`src/rtl/weight_loader.sv`:
```
// Weight loader: streams ROW rows into the top of a systolic array,
// zero rows first, then the real rows, then holds conv_ctrl high.
module weight_loader #(
    parameter int COL = 32,
    parameter int ROW = 32,
    parameter int DW  = 8
) (
    input  logic              clk,
    input  logic              rst,
    input  logic              start,
    input  logic [4:0]        weight_dim,
    input  logic              clear,
    input  logic              wt_valid,
    input  logic [COL*DW-1:0] wt_data,
    output logic              wt_ready,
    output logic [COL*DW-1:0] w_row_data,
    output logic              w_shift,
    output logic              conv_ctrl,
    output logic              busy,
    output logic [5:0]        shift_cnt
);

    localparam logic [1:0] S_IDLE = 2'd0;
    localparam logic [1:0] S_PAD  = 2'd1;
    localparam logic [1:0] S_LOAD = 2'd2;
    localparam logic [1:0] S_RUN  = 2'd3;

    localparam logic [5:0] ROW_C = 6'(ROW);

    logic [1:0]        state_q, state_d;
    logic [5:0]        pad_len_q, pad_len_d;
    logic [COL*DW-1:0] row_q, row_d;
    logic              shift_q, shift_d;
    logic              conv_q, conv_d;
    logic              ready_q, ready_d;
    logic              busy_q, busy_d;
    logic [5:0]        cnt_q, cnt_d;
    logic [5:0]        cnt_inc;
    logic [5:0]        dim_w;

    assign dim_w   = {1'b0, weight_dim};
    assign cnt_inc = (cnt_q == ROW_C) ? cnt_q : cnt_q + 6'd1;

    always_comb begin
        state_d   = state_q;
        pad_len_d = pad_len_q;
        row_d     = row_q;
        shift_d   = 1'b0;
        conv_d    = conv_q;
        cnt_d     = cnt_q;
        if (clear) begin
            state_d = S_IDLE;
            conv_d  = 1'b0;
            cnt_d   = '0;
        end else begin
            case (state_q)
                S_IDLE: begin
                    if (start) begin
                        cnt_d  = '0;
                        conv_d = 1'b0;
                        if (dim_w < ROW_C) begin
                            pad_len_d = ROW_C - dim_w;
                            state_d   = S_PAD;
                        end else begin
                            pad_len_d = '0;
                            state_d   = S_LOAD;
                        end
                    end
                end
                S_PAD: begin
                    shift_d = 1'b1;
                    row_d   = '0;
                    cnt_d   = cnt_inc;
                    // A full-length pad means no real rows follow
                    if (cnt_inc == pad_len_q) begin
                        state_d = (pad_len_q == ROW_C) ? S_RUN : S_LOAD;
                    end
                end
                S_LOAD: begin
                    if (wt_valid) begin
                        shift_d = 1'b1;
                        row_d   = wt_data;
                        cnt_d   = cnt_inc;
                        if (cnt_inc == ROW_C) begin
                            state_d = S_RUN;
                        end
                    end
                end
                default: begin
                    conv_d = 1'b1;
                end
            endcase
        end
        ready_d = (state_d == S_LOAD);
        busy_d  = (state_d != S_IDLE);
    end

    always_ff @(posedge clk or posedge rst) begin
        if (rst) begin
            state_q   <= S_IDLE;
            pad_len_q <= '0;
            row_q     <= '0;
            shift_q   <= 1'b0;
            conv_q    <= 1'b0;
            ready_q   <= 1'b0;
            busy_q    <= 1'b0;
            cnt_q     <= '0;
        end else begin
            state_q   <= state_d;
            pad_len_q <= pad_len_d;
            row_q     <= row_d;
            shift_q   <= shift_d;
            conv_q    <= conv_d;
            ready_q   <= ready_d;
            busy_q    <= busy_d;
            cnt_q     <= cnt_d;
        end
    end

    assign wt_ready   = ready_q;
    assign w_row_data = row_q;
    assign w_shift    = shift_q;
    assign conv_ctrl  = conv_q;
    assign busy       = busy_q;
    assign shift_cnt  = cnt_q;

endmodule

```
`config.mk`:
```
export PLATFORM = sky130hd
export DESIGN_NAME = weight_loader
export DESIGN_NICKNAME = d
export VERILOG_FILES = /design/src/rtl/weight_loader.sv
export SDC_FILE = /design/constraint.sdc
export NUM_CORES = 1
export LEC_CHECK = 0
export ABC_AREA = 1
export CAP_MARGIN = 20
export CORE_AREA = 2 2 208 210
export CTS_CLUSTER_SIZE = 20
export DETAILED_ROUTE_END_ITERATION = 8
export DIE_AREA = 0 0 210 212
export GPL_ROUTABILITY_DRIVEN = 0
export GPL_TIMING_DRIVEN = 1
export PLACE_DENSITY_LB_ADDON = 0.2
export SLEW_MARGIN = 25
export SYNTH_ARGS = -nofsm -noshare
export SYNTH_HDL_FRONTEND = slang
export SYNTH_SLANG_ARGS = --single-unit
```
`constraint.sdc`:
```
create_clock -name clk -period 12.7 [get_ports clk]
set_input_delay 2.54 -clock clk [delete_from_list [all_inputs] [get_ports clk]]
set_output_delay 2.54 -clock clk [all_outputs]
set_load 0.05 [all_outputs]
```
# After elaboration in Yosys (flattened, before gate mapping)
# Cells that the tools add are included.
[word_totals]
regBits = 274
in_bits = 266
output_inout_bits = 266
word_cells = 54
[op_classes]
n_addsub = 2
n_lt_le_gt_ge = 1
eq_ne = 11
mux = 22
bitwise_logic = 1
reduce_logical = 9
[ops]
columns = ["op", "n"]
rows = [
  ["one-hot mux 256 bit (2 select lines)", 1],
  ["two-way mux 256 bit", 1],
  ["two-way mux 6 bit", 5],
  ["== test 6 bit (second input constant)", 3],
  ["one-hot mux 6 bit (3 select lines)", 1],
  ["two-way mux 2 bit", 6],
  ["AND reduction 3 bit", 3],
  ["adder 6 x 1 -> 6 bit (second input constant)", 1],
  ["== test 6 bit", 1],
  ["less-than comparator 5 x 6 -> 1 bit (second input constant)", 1],
  ["!= test 3 bit (second input constant)", 2],
  ["one-hot mux 2 bit (3 select lines)", 1],
  ["subtractor 6 x 5 -> 6 bit (first input constant)", 1],
  ["two-way mux 1 bit", 5],
  ["== test 2 bit (second input constant)", 2],
  ["one-hot mux 1 bit (2 select lines)", 2],
  ["nonzero test 2 bit", 2],
  ["nonzero test 4 bit", 1],
  ["== test 2 x 1 -> 1 bit (second input constant)", 1],
  ["logical NOT 2 bit", 1],
  ["!= test 2 x 1 -> 1 bit (second input constant)", 1],
  ["!= test 2 bit (second input constant)", 1],
  ["AND reduction 2 bit", 1],
  ["OR reduction 2 bit", 1],
  ["inverter 1 bit", 1],
]

# Longest topological paths before layout
# Gate-level depths: netlist (run 1).
[depth]
word_depth = 8
ltp_mapped = 16

# Worst setup path after synthesis (run 1)
# Ideal clock, no wire load.
[synth_path]
path_type = "input to register"
start = "input clear"
end = "register row_q[62] (netlist: w_row_data[62])"
setup_time_ns = 0.130
arrival_ns = 3.454
t_required_ns = 12.570
slack_ns = 9.116
path_stages = 5
cell_sequence = "buf_2 > nor3_4 > buf_2 > clkbuf_1 > o21ai_0"
[synth_between]
elab_chain_len = 2
[synth_rtl]
columns = ["item", "line_no", "source"]
rows = [
  ["from (decl)", "12", "input logic clear,"],
  ["inverter 1 bit (no line)", "--", ""],
  ["AND reduction 3 bit (no line)", "--", ""],
  ["to (signal assigned)", "111", "row_q <= row_d;"],
  ["to (decl)", "32", "logic [COL*DW-1:0] row_q, row_d;"],
]
# No other way between the ends.
# A chain may end at the register's enable or synchronous reset.

# Worst setup path after layout (run 1)
[layout_path]
start = "input wt_valid"
end = "register row_q[92] (netlist: w_row_data[92])"
[layout_between]
elab_chain_len = 2
[layout_rtl]
columns = ["item", "line_no", "source"]
rows = [
  ["from (decl)", "13", "input logic wt_valid,"],
  ["!= test 2 bit (no line)", "--", ""],
  ["AND reduction 3 bit (no line)", "--", ""],
]
# No other way between the ends.

==> impl_summary.md, run 1 <==
Clock network
The clock net in this run drives a total of 274 sinks. The CTS tree is yes. The clock slew seen by the registers of the worst setup and hold paths is 70 ps.

Hold repair after CTS inserted 0 buffers. The clock root buffer master is sky130_fd_sc_hd__clkbuf_16. The clock reaches the later pin of the worst-skew pair after 570 ps. In this run the number of H-tree levels came out at 1. The quantity of gates resized following cts is 0. The buffer levels on the longest clock path is 3. After clock tree synthesis, the setup repair step added 0 buffers. The number of clock buffers inserted by TritonCTS is 31.

Yosys
Counting flops with a built-in enable in the synthesized netlist gives 0. By area the synthesized netlist is led by sky130_fd_sc_hd__dfrtp_1, sky130_fd_sc_hd__nand3_1, sky130_fd_sc_hd__o21ai_0, sky130_fd_sc_hd__inv_1, sky130_fd_sc_hd__buf_2. The number of distinct standard cells referenced by the synthesized netlist is 27. The post-synthesis sequential element count is 274. The count of yosys warnings during synthesis is 0. Summed over its instances, the top area cell type makes up 59.4% of the synthesized netlist area.

The average size of a mapped cell is 9.01 um2. The synthesized netlist devotes 0.228% of its cell area to XOR and XNOR gates. When the netlist entered floorplanning its net count stood at 1554. In this run the cell area of the synthesized design comes to 11500 um2. After synthesis, the largest family of logic cells by area is simple AND/OR/NAND/NOR gates. The post-synthesis compound-gate area fraction is 12.3%. Of all cell types, the one taking the most synthesized area is sky130_fd_sc_hd__dfrtp_1. Sequential cells were found to cover 59.4% of the synthesized design area. The share of flip-flops with an asynchronous set or reset is 100%. The simple logic cell fraction of the synthesized area is 14.3%. After technology mapping, the gate count stands at 1281. Among all flip-flop cells after synthesis, the most frequent one is sky130_fd_sc_hd__dfrtp_1.

After Yosys synthesis, full adders, half adders and majority gates account for 0.759% of the synthesized area. The multiplexer fraction of the synthesized cell area is 0%.

Drt
The routed wire length is 39000 um. The initial DRC count is 580. The count of TritonRoute iterations in the first routing pass is 5. Dividing the detail-routed wire length by the instance count gives 16.7 um. After detailed routing, the number of vias per cell comes to 4.43. The detailed router placed 10346 vias in this run.

After detailed routing, the number of remaining DRC violations is 0. The post-detailed-route count of antenna-violating nets is 0.

Critical path
The setup slack of the most critical reg-to-reg path is 8950 ps. The critical path capture point type is a register. The launch point of the worst reg-to-reg path is state_q[0]$_DFF_PP0_. The required time of the worst setup path is 13180 ps.

In this run the worst path has a maximum fanout of 127. The data arrival time at the worst-slack endpoint is 5120 ps. The startpoint of the worst setup timing path is wt_valid. The startpoint class of the critical path is an input port. The start-to-end type of the worst setup path is in -> reg.

Final layout
The share of cells above drive strength 1 is 3.97%. The final core utilization is 43.2%. The total number of nets in the final design is 2038. The growth of design area from synthesis to finish is 59.2%. The filler cells instantiated in the layout total 4137.

STA
The final-report max-slew violation count came to 0. The worst path uses 36.5% of the clock period. The top achievable clock speed is 216 MHz. In this run the tightest slew margin relative to its limit is 30.6%.

Setup violations remaining at the end of the flow were counted as 0. The count of endpoints failing hold in the final timing report is 0. Across all hold checks on the routed design, the worst slack comes to 537 ps. At the pin with the least slew margin, the transition time is 1040 ps. The final-layout setup total negative slack is 0 ps. Setup repair after global routing left no endpoint under its margin. On the final layout, the worst clock skew is 19.7 ps.

The minimum period implied by the final worst setup slack is 4630 ps.

Power
Sequential cells burn 40.8% of the power. The internal portion of the total power is 1.64 mW. The net switching power of the design is 0.638 mW. Of the total power, the share spent switching nets is 28.0%. The peak ir drop on the vdd network is 0.0000786 V.

Combinational logic is responsible for 17.0% of the overall power. For this design the ratio of total power to cell area is 124 nW/um2. The clock network is responsible for 42.1% of the overall power.

For this design the static power due to leakage is 7.44 nW.

Job
The max-capacitance violation count is 0.

Floorplanning
The area of the die is 44500 um2. The die is 212 um tall. The total number of placement rows is 76. The die is 210 um wide. For this configuration, the core starts out at a cell density of 27.1%. After floorplanning, the core was sized to cover 42500 um2. The count of boundary I/O pins is 532.

GRT
Entering global routing, the biggest net connects 266 pins. The global-route wire length before repair is 60400 um. For this run, the total global-route usage over all layers was measured as 17.0%. The final global-route overflow total is 0.

The via count of the first global-routing pass is 10323. The number of antenna violations at the first check in global routing is 3.

Placed design
Port buffering added 531 buffers. Detailed placement ended at an HPWL of 26900 um.

Run status
The flow ran to the end, and the final reports show no timing, DRC or antenna violations.

Hold path
The worst hold path begins at w_row_data[29]$_DFFE_PP0P_. The path class of the lowest-slack min-delay path is reg -> reg.
[path summary, 6_finish.rpt]
| check | to | cells after the start |
|---|---|---|
| hold reg to reg | w_row_data[29]$_DFFE_PP0P_ | 2 |
| setup / recovery | w_row_data[92]$_DFFE_PP0P_ | 7 |
| max in group asynchronous | w_row_data[168]$_DFFE_PP0P_ | 3 |
| hold / removal | w_row_data[29]$_DFFE_PP0P_ | 2 |
| setup reg to reg | w_row_data[92]$_DFFE_PP0P_ | 8 |
| min in group asynchronous | w_row_data[2]$_DFFE_PP0P_ | 2 |
[stage by stage]
stage	area (um2)	instances	setup slack, ps	total power [mW]
after floorplan	11500	1281	2610	1.16
after global placement	17200	2277	7090	1.33
after detailed placement	17200	2277	7000	1.33
after CTS	18300	2335	7620	2.31
after global routing	18400	2337	7830	2.38
final	18400	2337	8070	2.28
[cell usage after synthesis (2+ instances only)]
library cell / number
sky130_fd_sc_hd__clkbuf_1: 28
sky130_fd_sc_hd__o22ai_1: 8
sky130_fd_sc_hd__nand3_1: 269
sky130_fd_sc_hd__xnor2_1: 2
sky130_fd_sc_hd__nand4_1: 3
sky130_fd_sc_hd__o21ai_0: 260
sky130_fd_sc_hd__buf_1: 4
sky130_fd_sc_hd__ha_1: 7
sky130_fd_sc_hd__nand2_1: 48
sky130_fd_sc_hd__buf_2: 54
sky130_fd_sc_hd__inv_1: 289
sky130_fd_sc_hd__dfrtp_1: 274
sky130_fd_sc_hd__nor2_1: 14
sky130_fd_sc_hd__nor3_1: 3
sky130_fd_sc_hd__a21oi_1: 6
[critical path, cell delays in order]
cell and delay (ps):
sky130_fd_sc_hd__clkdlybuf4s50_1 500, sky130_fd_sc_hd__a21oi_1 130, sky130_fd_sc_hd__nor3_4 260, sky130_fd_sc_hd__buf_6 600, sky130_fd_sc_hd__buf_6 660, sky130_fd_sc_hd__nand3_1 160, sky130_fd_sc_hd__o21ai_0 130
[registers in the layout, indices dropped and copies added (netlist names)]
| register | count |
|---|---|
| w_row_data | 256 |
| conv_ctrl | 1 |
| state_q | 2 |
| pad_len_q | 6 |
| shift_cnt | 6 |
| w_shift | 1 |
| wt_ready | 1 |
| busy | 1 |
[area by class of cell]
| type | instances | area [um2] | share of cell area [%] |
|---|---|---|---|
| antenna | 1 | 2.50 | 0.0136 |
| clock buffer | 43 | 911 | 4.96 |
| clock inverter | 15 | 191 | 1.04 |
| inverter | 290 | 1100 | 5.97 |
| multi-input combinational | 630 | 3200 | 17.4 |
| sequential | 274 | 6860 | 37.3 |
| tap | 546 | 683 | 3.72 |
| timing repair buffer | 538 | 5420 | 29.5 |
[cell usage in the layout, fill, tap and decap left out, drive strengths merged]
cell / n
clkdlybuf4s50: 531
inv: 291
dfrtp: 274
nand3: 270
o21ai: 262
nand2: 48
clkbuf: 43
nor2: 14
o22ai: 8
a21oi: 7
ha: 7
buf: 7
clkinvlp: 5
clkinv: 5
nor3: 5
bufinv: 4
nand4: 3
xnor2: 2
diode: 1
nor4: 1
o21bai: 1
a31o: 1
xor2: 1
[routing by layer]
metal / track usage, % / part of all wire (%) / vias to the layer above
li1: - / - / 5067
met1: 21.4 / 42 / 4804
met2: 26.9 / 45 / 417
met3: 6.96 / 11 / 54
met4: 4.65 / 2.2 / 4
met5: 0 / 0.064 / -
[power groups by stage]
stage	logic [mW]	registers [mW]	clock network (mW)
floorplan	0.108	1.05	0
CTS	0.390	0.929	0.995
detailed placement	0.388	0.944	0
finish	0.387	0.929	0.959
global placement	0.389	0.943	0
global route	0.417	0.933	1.03
[kinds of logic (layout without fill, tap and decap cells)]
kind of cell	count (synthesis)	after routing
DFF	274	274
AOI/OAI and AO/OA	279	279
xor gates and xnor gates	3	3
other	0	1
adders and majority gates	7	7
buffers and inverters	377	886
and+or+nand+nor	341	341
Note: power is estimated with default switching activity, not from simulation.
==> inputs of run 2 (changes only) <==
clock period = 3.9 ns   (was 12.7 ns; I/O delays follow)
==> run 2 against run 1 <==
  * Worst hold slack got worse by 16 ps
  * Non-clock buffer count grew 11
  * Clock power rose to 3.4 times the previous value
  * Sequential cell count stayed put
  * Largest power group unchanged
  * Highest routed layer unchanged
  * Count of clock-buffer cells in the layout is 7 higher
  * Total power increased to 3.3 times the previous value
==> impl_summary.md, run 2 (synthesized netlist as in run 1, its figures left out) <==
Critical path
The number of cells on the critical path is 1 (-6). The setup path with the least slack is of type reg -> out. The required time of the worst setup path came to 3120 ps (-10060 ps). The signal on the critical path passes through clkdlybuf4s50_1.

The worst stage delay on the critical path is 880 ps (+220 ps). The kind of cell with the highest combined delay along the critical path is buffers and inverters. The maximum fanout along the worst path is 9 (-93%). The slowest stage cell on the critical path is sky130_fd_sc_hd__clkdlybuf4s50_1.

The setup slack of the most critical reg-to-reg path was 1220 ps (-7730 ps). The worst setup path is launched from a register. The launch point of the worst reg-to-reg path is state_q[0]$_DFF_PP0_.

The reg-to-reg endpoint is w_row_data[167]$_DFFE_PP0P_. The worst setup path is captured at an output pin. The number of cells on the worst reg-to-reg path came to 8 (unchanged). The data arrival time at the worst-slack endpoint is 1940 ps (-3180 ps). The buffering stage count on the worst path with inverters included is 1 (-2).

Floorplanning
The overall die width was 210 um (unchanged). The area of the placeable core came to 42500 um2 (unchanged). The total number of placement rows came to 76 (unchanged). The effective utilization at floorplan was 27.1% (unchanged). The count of boundary I/O pins is 532 (unchanged).

The area of the die is 44500 um2 (unchanged). The floorplan die height is 212 um (unchanged).

Final layout
The footprint of the multi-input gates is 3200 um2 (unchanged). The most frequent standard cell in the layout excluding fill and tap cells is sky130_fd_sc_hd__clkdlybuf4s50_1. The final core utilization came to 43.7% (+0.48 points). The area occupied by registers is 6860 um2 (unchanged). The number of antenna diodes is 0 (-1). The growth of design area from synthesis to finish is 60.9%. In the layout the commonest cells are sky130_fd_sc_hd__clkdlybuf4s50_1, sky130_fd_sc_hd__inv_1, sky130_fd_sc_hd__dfrtp_1. The total number of nets in the final design is 2053 (+0.74%). The number of flip-flops under the largest register name is 256 (unchanged). The share of cells above drive strength 1 is 4.65% (+0.68 points). The total of fill cells in the finished design is 4200 (+1.5%).

Placed design
The number of I/O port buffers is 531 (unchanged). The half-perimeter wire length after placement is 28000 um (+4.1%). The worst setup slack before clock tree synthesis was 1050 ps (-5960 ps).

Drt
The wire length per cell is 16.9 um (+1.4%). The ratio of routed vias to standard cells is 4.42 (-0.14%). The count of TritonRoute iterations in the first routing pass is 6 (+1). The total number of vias was 10398 (+0.50%). The routed wire length is 39700 um (+2.0%). The post-detailed-route count of antenna-violating nets is 0 (unchanged). The count of unresolved DRC violations after routing is 0 (unchanged). The initial DRC count is 687 (+18%).

Run status
The flow ran to the end, and the final reports show no timing, DRC or antenna violations.

STA
The final clock skew came to 16.8 ps (-2.92 ps). Setup repair after global routing left no endpoint under its margin. Of the available clock period, the critical path in the final layout requires 69.9%. The number of setup violations in the final report is 0 (unchanged). The top achievable clock speed is 367 MHz.

The count of endpoints failing hold in the final timing report is 0 (unchanged). The slew at the pin with the worst max-slew slack was 998 ps (-42.1 ps). The max-slew headroom at the worst pin is 33.5% (+2.8 points). The setup slack of the critical path after layout is 1180 ps (-6890 ps). For the finished layout, the period the worst path requires is 2720 ps. The final-report max-slew violation count is 0 (unchanged).

Hold path
The instance count along the most critical hold path is 1 (-1). The worst hold path startpoint is conv_ctrl$_DFFE_PP0P_. The path class of the lowest-slack min-delay path is reg -> reg. The worst min-delay path endpoint is conv_ctrl$_DFFE_PP0P_.

Power
The power per cell area is 410 nW/um2 (+230%). The peak ir drop on the vdd network came to 0.000220 V (+180%). The leakage dissipation is 7.56 nW (+1.6%).

GRT
The total global routing track utilization came to 17.5% (+0.50 points). The pin count of the biggest net entering global routing is 135 (-49%). The global-route wire length before repair is 61200 um (+1.2%).

The via count of the first global-routing pass is 10559 (+2.3%). The final global-route overflow total is 0 (unchanged). The number of antenna violations at the first check in global routing came to 1 (-2).

Clock network
The post-CTS setup buffer count is 0 (unchanged). The number of levels the H-tree was split into is 2 (+1). The clock latency of the later-clocked register in the worst-skew pair is 530 ps (-40 ps). The quantity of gates resized following cts was 0 (unchanged). The CTS tree is yes. The number of clock buffers inserted by TritonCTS is 35 (+13%). The tree is rooted in a sky130_fd_sc_hd__clkbuf_16.

The buffer levels on the longest clock path came to 3 (unchanged). The clock sink count is 274 (unchanged). The clock slew seen by the registers of the worst setup and hold paths is 60 ps (about the same). The total of hold buffers inserted after clock tree synthesis is 0 (unchanged).

Job
The max-capacitance violation count is 0 (unchanged).
run 2: changes by cell type in the layout (fill, tap and decap cells not counted):
cell / before / now
sky130_fd_sc_hd__diode_2: 1 / 0
sky130_fd_sc_hd__clkinv_4: 0 / 2
sky130_fd_sc_hd__clkinvlp_4: 5 / 1
sky130_fd_sc_hd__buf_16: 1 / 0
sky130_fd_sc_hd__inv_8: 1 / 0
sky130_fd_sc_hd__clkbuf_1: 3 / 6
sky130_fd_sc_hd__buf_6: 2 / 0
sky130_fd_sc_hd__buf_12: 2 / 8
sky130_fd_sc_hd__buf_4: 2 / 10
sky130_fd_sc_hd__bufinv_16: 4 / 3
sky130_fd_sc_hd__clkbuf_16: 31 / 35
sky130_fd_sc_hd__inv_6: 1 / 3
run 2: metal layers:
layer,GRT usage (%),part of all wire [%],up-vias
met4,5.92,2.6,2
met2,28.1,45,401
met3,6.82,9.7,58
met5,0,0.033,-
met1,21.6,42,4838
li1,-,-,5099
run 2: how the worst max path moves through the flow:
stage / endpoint / slack (ps) / from
3_3_place_gp: w_row_data[67]$_DFFE_PP0P_ / 1110 / clear
6_report: shift_cnt[2] / 1180 / shift_cnt[2]$_DFFE_PP0P_
4_1_cts: shift_cnt[2] / 1120 / shift_cnt[2]$_DFFE_PP0P_
5_1_grt: w_row_data[218]$_DFFE_PP0P_ / 940 / state_q[0]$_DFF_PP0_
2_1_floorplan: busy$_DFF_PP0_ / -500 / rst
3_5_place_dp: w_row_data[195]$_DFFE_PP0P_ / 1050 / clear
run 2: through the flow:
stage	instance area, um2	hold slack (ps)	total power [mW]	cells	TNS, ps
5_1_grt	18600	535	7.95	2352	0
4_1_cts	18600	526	7.75	2352	0
3_5_place_dp	17400	510	4.37	2289	0
6_report	18600	521	7.61	2352	0
3_3_place_gp	17400	517	4.37	2289	0
2_1_floorplan	11500	483	3.76	1281	-137930
run 2: final cells by class:
cell class | count | share of cell area (%)
timing repair buffer | 549 | 29.9
tap | 546 | 3.68
inverter | 290 | 5.88
multi-input combinational | 630 | 17.2
sequential | 274 | 36.9
clock inverter | 13 | 0.856
clock buffer | 50 | 5.51
run 2: report_power, final:
part           internal [mW]  switching [mW]  leakage [nW]  total [mW]
logic                  0.503           0.783          3.16        1.29
registers               2.96          0.0709          3.81        3.03
clock network           2.03            1.27         0.587        3.30
==> inputs of run 3 (changes only) <==
clock period = 2.75 ns   (was 3.9 ns; I/O delays follow)
==> run 3 against run 2 <==
  * Worst setup slack lost 910 ps
  * Utilization grew 0.28 points
  * Global-route usage grew 0.12 points
  * Clock power grew 37%
  * Cell count grew 0.38%
  * Non-clock buffer count grew 12
  * Combinational power grew 44%
  * Critical path depth is the same
  * Count of clock-buffer cells in the layout grew 4
  * Critical path type unchanged
  * Largest power group unchanged
  * Highest routed layer unchanged
==> impl_summary.md, run 3 (synthesized netlist as in run 1, its figures left out) <==
Critical path
The startpoint class of the critical path is a register. The start-to-end type of the worst setup path is reg -> out. The setup slack of the most critical reg-to-reg path came to 540 ps (-680 ps). The critical path capture point type is an output pin. The maximum fanout along the worst path is 9 (unchanged).

The buffering stage count on the worst path with inverters included came to 1 (unchanged). The worst stage delay on the critical path is 870 ps (about the same). The slowest stage cell on the critical path is sky130_fd_sc_hd__clkdlybuf4s50_1. The data arrival time at the worst-slack endpoint is 1930 ps (about the same). The number of cells on the worst reg-to-reg path came to 8 (unchanged). In this run the critical register-to-register path is launched from state_q[0]$_DFF_PP0_.

Broken down by cell family, the worst path's largest delay share belongs to buffers and inverters. Traced cell by cell, the critical path runs through clkdlybuf4s50_1. The required time of the worst setup path is 2200 ps (-920 ps).

The reg-to-reg endpoint is w_row_data[25]$_DFFE_PP0P_. The endpoint of the most critical setup path is shift_cnt[2]. The most critical setup path has its startpoint at shift_cnt[2]$_DFFE_PP0P_.

The number of cells on the critical path is 1 (unchanged).

Clock network
The total of hold buffers inserted after clock tree synthesis is 0 (unchanged). The number of clock buffers inserted by TritonCTS is 34 (-2.9%). The clock latency of the later-clocked register in the worst-skew pair is 520 ps (about the same). The quantity of gates resized following cts came to 0 (unchanged). The number of levels the H-tree was split into is 2 (unchanged).

The buffer levels on the longest clock path is 3 (unchanged). The clock slew seen by the registers of the worst setup and hold paths is 60 ps (about the same). The post-CTS setup buffer count is 0 (unchanged). The clock sink count came to 274 (unchanged). The clock root buffer master is sky130_fd_sc_hd__clkbuf_16. The CTS tree is yes.

Drt
The post-detailed-route count of antenna-violating nets was 0 (unchanged). The total number of vias is 10473 (+0.72%). The ratio of routed vias to standard cells is 4.44 (+0.34%). The count of unresolved DRC violations after routing came to 0 (unchanged). The routed wire length is 40200 um (+1.1%). The initial DRC count is 675 (-1.7%). The count of TritonRoute iterations in the first routing pass is 5 (-1). The wire length per cell is 17.0 um (+0.73%).

Job
The max-capacitance violation count is 0 (unchanged).

Floorplanning
The overall die width was 210 um (unchanged). The area of the die is 44500 um2 (unchanged). The total number of placement rows is 76 (unchanged).

The count of boundary I/O pins is 532 (unchanged). The floorplan die height is 212 um (unchanged). The effective utilization at floorplan is 27.1% (unchanged). The area of the placeable core is 42500 um2 (unchanged).

GRT
The pin count of the biggest net entering global routing is 120 (-11%). The via count of the first global-routing pass is 10416 (-1.4%). The number of antenna violations at the first check in global routing is 1 (unchanged). The global-route wire length before repair is 60700 um (-0.85%). The total global routing track utilization is 17.6% (+0.12 points).

The final global-route overflow total is 0 (unchanged).

Power
The power per cell area was 572 nW/um2 (+39%). The leakage dissipation was 7.61 nW (+0.69%). The peak ir drop on the vdd network came to 0.000323 V (+47%).

STA
Static timing analysis puts the maximum clock frequency at 403 MHz. The post-route fraction of the period consumed by the critical path is 90.3%. The count of endpoints failing hold in the final timing report was 0 (unchanged). The max-slew headroom at the worst pin is 57.8% (+24 points).

The final clock skew is 7.90 ps (-8.88 ps). The minimum period implied by the final worst setup slack is 2480 ps. The worst hold slack after final layout is 425 ps (-95.7 ps).

The number of setup violations in the final report is 0 (unchanged). Setup repair after global routing left no endpoint under its margin. The final-report max-slew violation count is 0 (unchanged). The slew at the pin with the worst max-slew slack is 631 ps (-367 ps).

Placed design
The number of I/O port buffers was 531 (unchanged). The half-perimeter wire length after placement is 29000 um (+3.6%). The standard cell area after detailed placement was 17600 um2 (+1.0%).

Final layout
From synthesis to final layout, the design area changed by 62.0%. The total number of nets in the final design is 2064 (+0.54%). The share of cells above drive strength 1 is 4.79% (+0.14 points). The number of flip-flops under the largest register name came to 256 (unchanged). The library cell used most frequently in the layout, excluding fill and tap cells, is sky130_fd_sc_hd__clkdlybuf4s50_1. The number of antenna diodes came to 0 (unchanged). The final design instance area without fill is 18700 um2 (+0.65%). Leaving out fill and tap cells, the most frequent cells in the layout are sky130_fd_sc_hd__clkdlybuf4s50_1, sky130_fd_sc_hd__inv_1, sky130_fd_sc_hd__dfrtp_1.

Hold path
The path class of the lowest-slack min-delay path is in -> async.

Run status
The flow ran to the end, and the final reports show no timing, DRC or antenna violations.
## run 3: area by class of cell
type / count / area, um2
fill: 4127 / 23800
sequential: 274 / 6860
timing repair buffer: 561 / 5730
multi-input combinational: 630 / 3200
inverter: 290 / 1090
clock buffer: 54 / 1040
tap: 546 / 683
clock inverter: 6 / 83.8
## run 3: metal layers
layer  global-route usage [%]  up-vias  part of all wire [%]
li1                         -     5108                     -
met1                     22.1     4878                    42
met2                     27.8      433                    46
met3                     6.91       52                    10
met4                     5.94        2                   2.3
met5                        0        -                 0.045
## run 3: per-stage QoR
stage	setup WS (ps)	instances	TNS, ps	util (%)	total power [mW]
2_1_floorplan	-1420	1281	-390010	-	5.34
4_1_cts	224	2361	0	44.0	10.9
5_1_grt	193	2361	0	44.0	11.2
3_3_place_gp	326	2301	0	41.3	6.24
3_5_place_dp	266	2301	0	41.3	6.25
6_report	266	2361	0	44.0	10.7
## run 3: worst min-delay path by stage
stage                                           start                           to  slack, ps  cells after the start
after global routing                              rst  w_row_data[129]$_DFFE_PP0P_        430                      2
after CTS                                         rst  w_row_data[129]$_DFFE_PP0P_        410                      2
after detailed placement  w_row_data[250]$_DFFE_PP0P_  w_row_data[250]$_DFFE_PP0P_        530                      2
after floorplan              pad_len_q[1]$_DFFE_PP0P_     pad_len_q[1]$_DFFE_PP0P_        480                      2
final                                             rst  w_row_data[129]$_DFFE_PP0P_        430                      2
after global placement    w_row_data[243]$_DFFE_PP0P_  w_row_data[243]$_DFFE_PP0P_        520                      2
## run 3: where the power goes
part	switching, mW	total (mW)	leakage [nW]	internal, mW
logic	1.12	1.86	3.25	0.745
registers	0.105	4.30	3.81	4.19
clock network	1.75	4.53	0.550	2.78
total	2.98	10.7	7.61	7.71
